==> config.mk <==
export PLATFORM = sky130hd
export DESIGN_NAME = tone_square_gen
export DESIGN_NICKNAME = d
export VERILOG_FILES = /design/src/rtl/audio_pkg.sv /design/src/rtl/seq_divider_32.sv /design/src/rtl/tone_square_gen.sv
export SDC_FILE = /design/constraint.sdc
export NUM_CORES = 1
export LEC_CHECK = 0
export ABC_AREA = 1
export BUFFER_PORTS_ARGS = -buffer_cell sky130_fd_sc_hd__buf_4
export CAP_MARGIN = 40
export CELL_PAD_IN_SITES_DETAIL_PLACEMENT = 1
export CELL_PAD_IN_SITES_GLOBAL_PLACEMENT = 1
export CORE_ASPECT_RATIO = 1.5
export CORE_MARGIN = 5
export CORE_UTILIZATION = 46
export DETAILED_ROUTE_END_ITERATION = 10
export MAX_ROUTING_LAYER = met4
export PLACE_DENSITY = 0.87
export SYNTH_ARGS = -nofsm -noshare
export SYNTH_HDL_FRONTEND = slang
export SYNTH_HIERARCHICAL = 1
export SYNTH_SLANG_ARGS = --single-unit
==> constraint.sdc <==
create_clock -name clk_i -period 4 [get_ports clk_i]
set_clock_uncertainty 0.15 [all_clocks]
set_input_delay 0.4 -clock clk_i [delete_from_list [all_inputs] [get_ports clk_i]]
set_output_delay 0.4 -clock clk_i [all_outputs]
set_load 0.005 [all_outputs]
==> src/rtl/audio_pkg.sv <==
// Constants and types shared by the audio path: silence code, default clock and note frequencies
// used by the per-song beat-to-tone ROMs.
package audio_pkg;

    localparam int unsigned NSIL             = 20000;
    localparam int unsigned CLK_FREQ_DEFAULT = 100_000_000;

    localparam int unsigned NOTE_C4 = 261;
    localparam int unsigned NOTE_D4 = 293;
    localparam int unsigned NOTE_E4 = 330;
    localparam int unsigned NOTE_F4 = 349;
    localparam int unsigned NOTE_G4 = 392;
    localparam int unsigned NOTE_A4 = 440;
    localparam int unsigned NOTE_B4 = 494;
    localparam int unsigned NOTE_C5 = 523;
    localparam int unsigned NOTE_C6 = 1046;

    typedef enum logic [1:0] {
        StIdle,
        StDiv,
        StLoad
    } tone_state_e;

endpackage

==> src/rtl/seq_divider_32.sv <==
// Fixed-latency restoring divider: one quotient bit per cycle, 32 cycles after start, MSB first.
module seq_divider_32 (
    input  logic        clk_i,
    input  logic        rst_ni,
    input  logic        start_i,
    input  logic [31:0] dividend_i,
    input  logic [32:0] divisor_i,
    output logic        done_o,
    output logic [31:0] quotient_o
);

    logic [32:0] rem_q, rem_d;
    logic [32:0] div_q, div_d;
    logic [31:0] quo_q, quo_d;
    logic [5:0]  cnt_q, cnt_d;
    logic [33:0] trial;
    logic [33:0] diff;

    assign trial = {rem_q, quo_q[31]};
    assign diff  = trial - {1'b0, div_q};

    always_comb begin
        rem_d = rem_q;
        div_d = div_q;
        quo_d = quo_q;
        cnt_d = cnt_q;
        if (start_i) begin
            rem_d = '0;
            div_d = divisor_i;
            quo_d = dividend_i;
            cnt_d = 6'd32;
        end else if (cnt_q != 6'd0) begin
            if (trial >= {1'b0, div_q}) begin
                rem_d = diff[32:0];
                quo_d = {quo_q[30:0], 1'b1};
            end else begin
                rem_d = trial[32:0];
                quo_d = {quo_q[30:0], 1'b0};
            end
            cnt_d = cnt_q - 6'd1;
        end
    end

    always_ff @(posedge clk_i or negedge rst_ni) begin
        if (!rst_ni) begin
            rem_q <= '0;
            div_q <= '0;
            quo_q <= '0;
            cnt_q <= '0;
        end else begin
            rem_q <= rem_d;
            div_q <= div_d;
            quo_q <= quo_d;
            cnt_q <= cnt_d;
        end
    end

    // Flags the final iteration so the sequencer can step to its load state on the same edge
    // that writes the last quotient bit.
    assign done_o     = (cnt_q == 6'd1);
    assign quotient_o = quo_q;

endmodule

==> src/rtl/tone_square_gen.sv <==
// Converts a tone in Hz to a half-period clock count and drives a 50% duty square wave;
// zero or out-of-range tones are silent.
module tone_square_gen
    import audio_pkg::*;
#(
    parameter int unsigned CLK_FREQ   = CLK_FREQ_DEFAULT,
    parameter int unsigned SIL_THRESH = NSIL,
    parameter int unsigned CNT_W      = 32
) (
    input  logic             clk_i,
    input  logic             rst_ni,
    input  logic [31:0]      tone_i,
    input  logic             en_i,
    output logic             audio_out_o,
    output logic             busy_o,
    output logic [CNT_W-1:0] half_period_o
);

    tone_state_e      state_q, state_d;
    logic [31:0]      cur_tone_q, cur_tone_d;
    logic             sil_q, sil_d;
    logic [CNT_W-1:0] hp_q, hp_d;
    logic [CNT_W-1:0] cnt_q, cnt_d;
    logic             out_q, out_d;

    logic             silent;
    logic             div_start;
    logic             div_done;
    logic [31:0]      quotient;
    logic [CNT_W-1:0] quo_cnt;

    assign silent  = (tone_i == 32'd0) || (tone_i >= 32'(SIL_THRESH));
    assign quo_cnt = CNT_W'(quotient);

    seq_divider_32 u_div (
        .clk_i      (clk_i),
        .rst_ni     (rst_ni),
        .start_i    (div_start),
        .dividend_i (32'(CLK_FREQ)),
        .divisor_i  ({tone_i, 1'b0}),
        .done_o     (div_done),
        .quotient_o (quotient)
    );

    always_comb begin
        state_d    = state_q;
        cur_tone_d = cur_tone_q;
        sil_d      = sil_q;
        hp_d       = hp_q;
        div_start  = 1'b0;
        unique case (state_q)
            StIdle: begin
                if (tone_i != cur_tone_q) begin
                    cur_tone_d = tone_i;
                    sil_d      = silent;
                    if (silent) begin
                        state_d = StLoad;
                    end else begin
                        state_d   = StDiv;
                        div_start = 1'b1;
                    end
                end
            end
            StDiv: begin
                if (div_done) state_d = StLoad;
            end
            StLoad: begin
                state_d = StIdle;
                if (sil_q) hp_d = '0;
                else       hp_d = (quo_cnt == '0) ? CNT_W'(1) : quo_cnt;
            end
            default: state_d = StIdle;
        endcase
    end

    // A reload keeps the current level and restarts the half-cycle from zero.
    always_comb begin
        cnt_d = cnt_q;
        out_d = out_q;
        if (!en_i || hp_q == '0) begin
            cnt_d = '0;
            out_d = 1'b0;
        end else if (state_q == StLoad) begin
            cnt_d = '0;
        end else if (cnt_q == hp_q - CNT_W'(1)) begin
            cnt_d = '0;
            out_d = ~out_q;
        end else begin
            cnt_d = cnt_q + CNT_W'(1);
        end
    end

    always_ff @(posedge clk_i or negedge rst_ni) begin
        if (!rst_ni) begin
            state_q    <= StIdle;
            cur_tone_q <= 32'(SIL_THRESH);
            sil_q      <= 1'b1;
            hp_q       <= '0;
            cnt_q      <= '0;
            out_q      <= 1'b0;
        end else begin
            state_q    <= state_d;
            cur_tone_q <= cur_tone_d;
            sil_q      <= sil_d;
            hp_q       <= hp_d;
            cnt_q      <= cnt_d;
            out_q      <= out_d;
        end
    end

    assign audio_out_o   = out_q;
    assign busy_o        = (state_q != StIdle);
    assign half_period_o = hp_q;

endmodule

==> impl_metrics.ini <==
[outcome]
run_status = finished clean

[yosys]
synth-compound-area-share = 0.0782
synth-seq-cells = 204
yosys.area.top_type = dfrtp_1
synth_warnings = 6
synth-edff-count = 0
syn_area_per_cell_um2 = 6.96
synth.area.top_cells = dfrtp_1 36%, nand2_1 18%, inv_1 8.4%
synth_flop_cell = dfrtp_1
async_reset_ff_frac = 1.00
synthMuxAreaShare = 0
netlist_instances = 1986
synth-simple-area-share = 0.360
synth_fa_ha_area_frac = 0.0350
yosys.area.top_type_share = 0.359
syn_area_um2 = 13800
synth_top_family_by_area = simple AND/OR/NAND/NOR gates
seq_area_frac_synth = 0.370
synth_xor_area_frac = 0.0523
ys_types = 54

[cts]
cts_buffer_depth = 3
cts.sinks = 204
hold_buffers = 23
clk_latency_ns = 0.54
cts-resized-gates = 0
numCtsBuffers = 22
clkSlewWorstSetupHoldPaths_ns = 0.07
cts_root_buffer = clkbuf_16
cts_tree = built
h-tree-depth = 1
cts_setup_buffers = 0

[placed_design]
place_area_um2 = 14900
io_buffer_count = 68
gp_congestion = 1.02
place_hpwl_um = 38200

[pwr]
total_power_mw = 7.22
p_leak_nw = 8.40
power_density_nw_per_um2 = 453
peakVddDrop_v = 0.000421

[setup_path]
critPathRequiredTime_ns = 4.20
crit_fanout = 70
critPathSlowestCell = buf_4
path_cells = dlygate4sd3_1 -> buf_4 -> inv_1 -> or2_2 -> o2111ai_1 -> nor4_1 -> nand4_1 -> buf_4 -> nand2_1 -> nor3_2 -> buf_4 -> buf_4 -> o21ai_0
path_depth = 13
rr_worst_depth = 17
worst-path-buf-inv = 6
crit_path_max_incr_delay_ns = 0.60
crit_top_cell = buf_4
crit_family = buffers and inverters
cp-start-kind = primary input
r2r_slack_ns = 0.77
r2r-start = half_period_o[0]$_DFFE_PN0P_
end_kind = register
timing.rr.end = cnt_q[21]$_DFF_PN0_
critPathArrivalTime_ns = 3.52
critPathKind = primary input to register

[routing]
vias = 13800
routed_wl_um = 51300
first_iter_violations = 655
wl_per_cell_um = 20.4
via_per_inst = 5.50
ant_nets = 0
drt_pass1_iterations = 6
drc_errors = 0

[floorplan]
num_rows = 77
die_area_um2 = 33700
ioPinCount = 69
coreArea_um2 = 29600
start_util = 0.467
die_y_um = 222
die_x_um = 152

[grt]
grt_usage = 0.317
grt_pass1_vias = 15000
grt_max_degree = 86
gr-total-overflow = 0
antenna_found_initial = 1
grt_first_pass_wirelength_um = 80800

[cells_and_area]
drive_gt1_frac = 0.0963
nFillCells = 3901
fin_nets = 2176
final_util = 0.539
final_cell_area_um2 = 15900
syn_to_final_growth_pct = 15.4

[flow_run]
max_cap_viol_count = 0

[hold_path]
holdPathEnd = u_div/div_q[7]$_DFFE_PN0P_
min_path_type = primary input to register
worstHoldStart = tone_i[6]
holdPathStages = 3

[sta]
rsz0062_at_grt = false
setup_viol = 0
tightest_slew_ns = 0.829
finalSetupTns_ns = 0
slew_headroom = 0.442
drv_slew = 0
hold_violations = 0
max_clock_freq_mhz = 301
finalCritPeriodShare = 0.831
post-route-min-period_ns = 3.32
final cells by class:
type / instances / area [um2] / area share
Antenna cell: 1 / 2.50 / 0.000157
Clock buffer: 30 / 651 / 0.0408
Clock inverter: 10 / 174 / 0.0109
Inverter: 313 / 1170 / 0.0737
Multi-Input combinational cell: 1451 / 7400 / 0.464
Sequential cell: 204 / 5110 / 0.321
Tap cell: 395 / 494 / 0.0310
Timing Repair Buffer: 111 / 940 / 0.0589
cell families (layout without fill, tap and decap cells):
logic type / count (synthesis) / after routing
xor gates and xnor gates: 81 / 81
buffers and inverters: 362 / 464
and+or+nand+nor: 1123 / 1123
AOI/OAI and AO/OA: 176 / 176
DFF: 204 / 204
other: 2 / 34
adders and majority gates: 38 / 38
layer usage:
metal  share of wire  vias up  wire length, um  track usage
met5               0        -                0            -
met1            0.33     6765            17100        0.305
met4           0.094        0             4830        0.228
met3           0.031      210             1590       0.0259
met2            0.54      387            27800        0.578
li1                -     6481                -            -
where the power goes:
group / switching [mW] / leakage (nW) / internal [mW]
Sequential: 0.243 / 2.44 / 2.35
Clock: 0.933 / 0.405 / 1.41
Combinational: 1.51 / 5.56 / 0.774
Yosys cell counts, types with 32 or more instances:
master / number
xor2_1: 38
nor2_1: 163
nand4_1: 43
dfrtp_1: 198
o21ai_0: 93
nand3_1: 112
nand2_1: 664
clkbuf_1: 33
xnor2_1: 42
nand3b_1: 32
ha_1: 37
inv_1: 311
state kept, by name, indices dropped and copies added (netlist names):
name,cells
u_div/quotient_o,32
cur_tone_q,32
u_div/rem_q,33
u_div/div_q,33
state_q,2
half_period_o,32
cnt_q,32
audio_out_o,1
u_div/cnt_q,6
sil_q,1
cell usage in the layout (no fill, tap or decap), drive strengths merged, types with 25 or more instances in the layout:
master,netlist,routed
conb,2,33
buf,16,86
ha,37,37
clkbuf,33,31
inv,313,315
xnor2,42,42
dfrtp,198,198
nand2,688,688
nand3,121,121
nor2,184,184
nand3b,33,33
o21ai,96,96
xor2,38,38
nand4,44,44
nor3,25,25
o221ai,28,28
stage by stage:
step / hold slack (ns) / setup slack [ns] / std cells
global placement: 0.325 / 0.926 / 2448
CTS: 0.000381 / 0.647 / 2512
floorplan: -0.0456 / 1.17 / 2017
global route: 0.00787 / 0.514 / 2515
detailed placement: 0.338 / 0.745 / 2449
finish: 0.0193 / 0.678 / 2515
worst max path at each step:
| stage | slack (ns) | to | startpoint |
|---|---|---|---|
| CTS | 0.65 | u_div/quotient_o[17]$_DFFE_PN0P_ | tone_i[1] |
| global route | 0.51 | u_div/div_q[16]$_DFFE_PN0P_ | tone_i[3] |
| floorplan | 1.17 | u_div/rem_q[29]$_DFFE_PN0P_ | tone_i[15] |
| global placement | 0.93 | u_div/quotient_o[4]$_DFFE_PN0P_ | tone_i[19] |
| detailed placement | 0.74 | u_div/quotient_o[24]$_DFFE_PN0P_ | tone_i[15] |
| finish | 0.68 | u_div/div_q[16]$_DFFE_PN0P_ | tone_i[3] |
worst reg2reg max path, cell delays in order (launching register included):
cell,delay [ns]
dfrtp_1,0.40
inv_1,0.17
ha_1,0.29
nand3_4,0.15
nor2_8,0.24
nand2_4,0.14
nand2_1,0.08
nand2_1,0.05
inv_1,0.11
nand2_1,0.07
nor2_1,0.12
nand2_1,0.06
nor2_1,0.23
nand2_1,0.12
nor2_2,0.19
nand2_2,0.09
nand3_4,0.28
nor2_1,0.12
(Power assumes the default switching activity.)
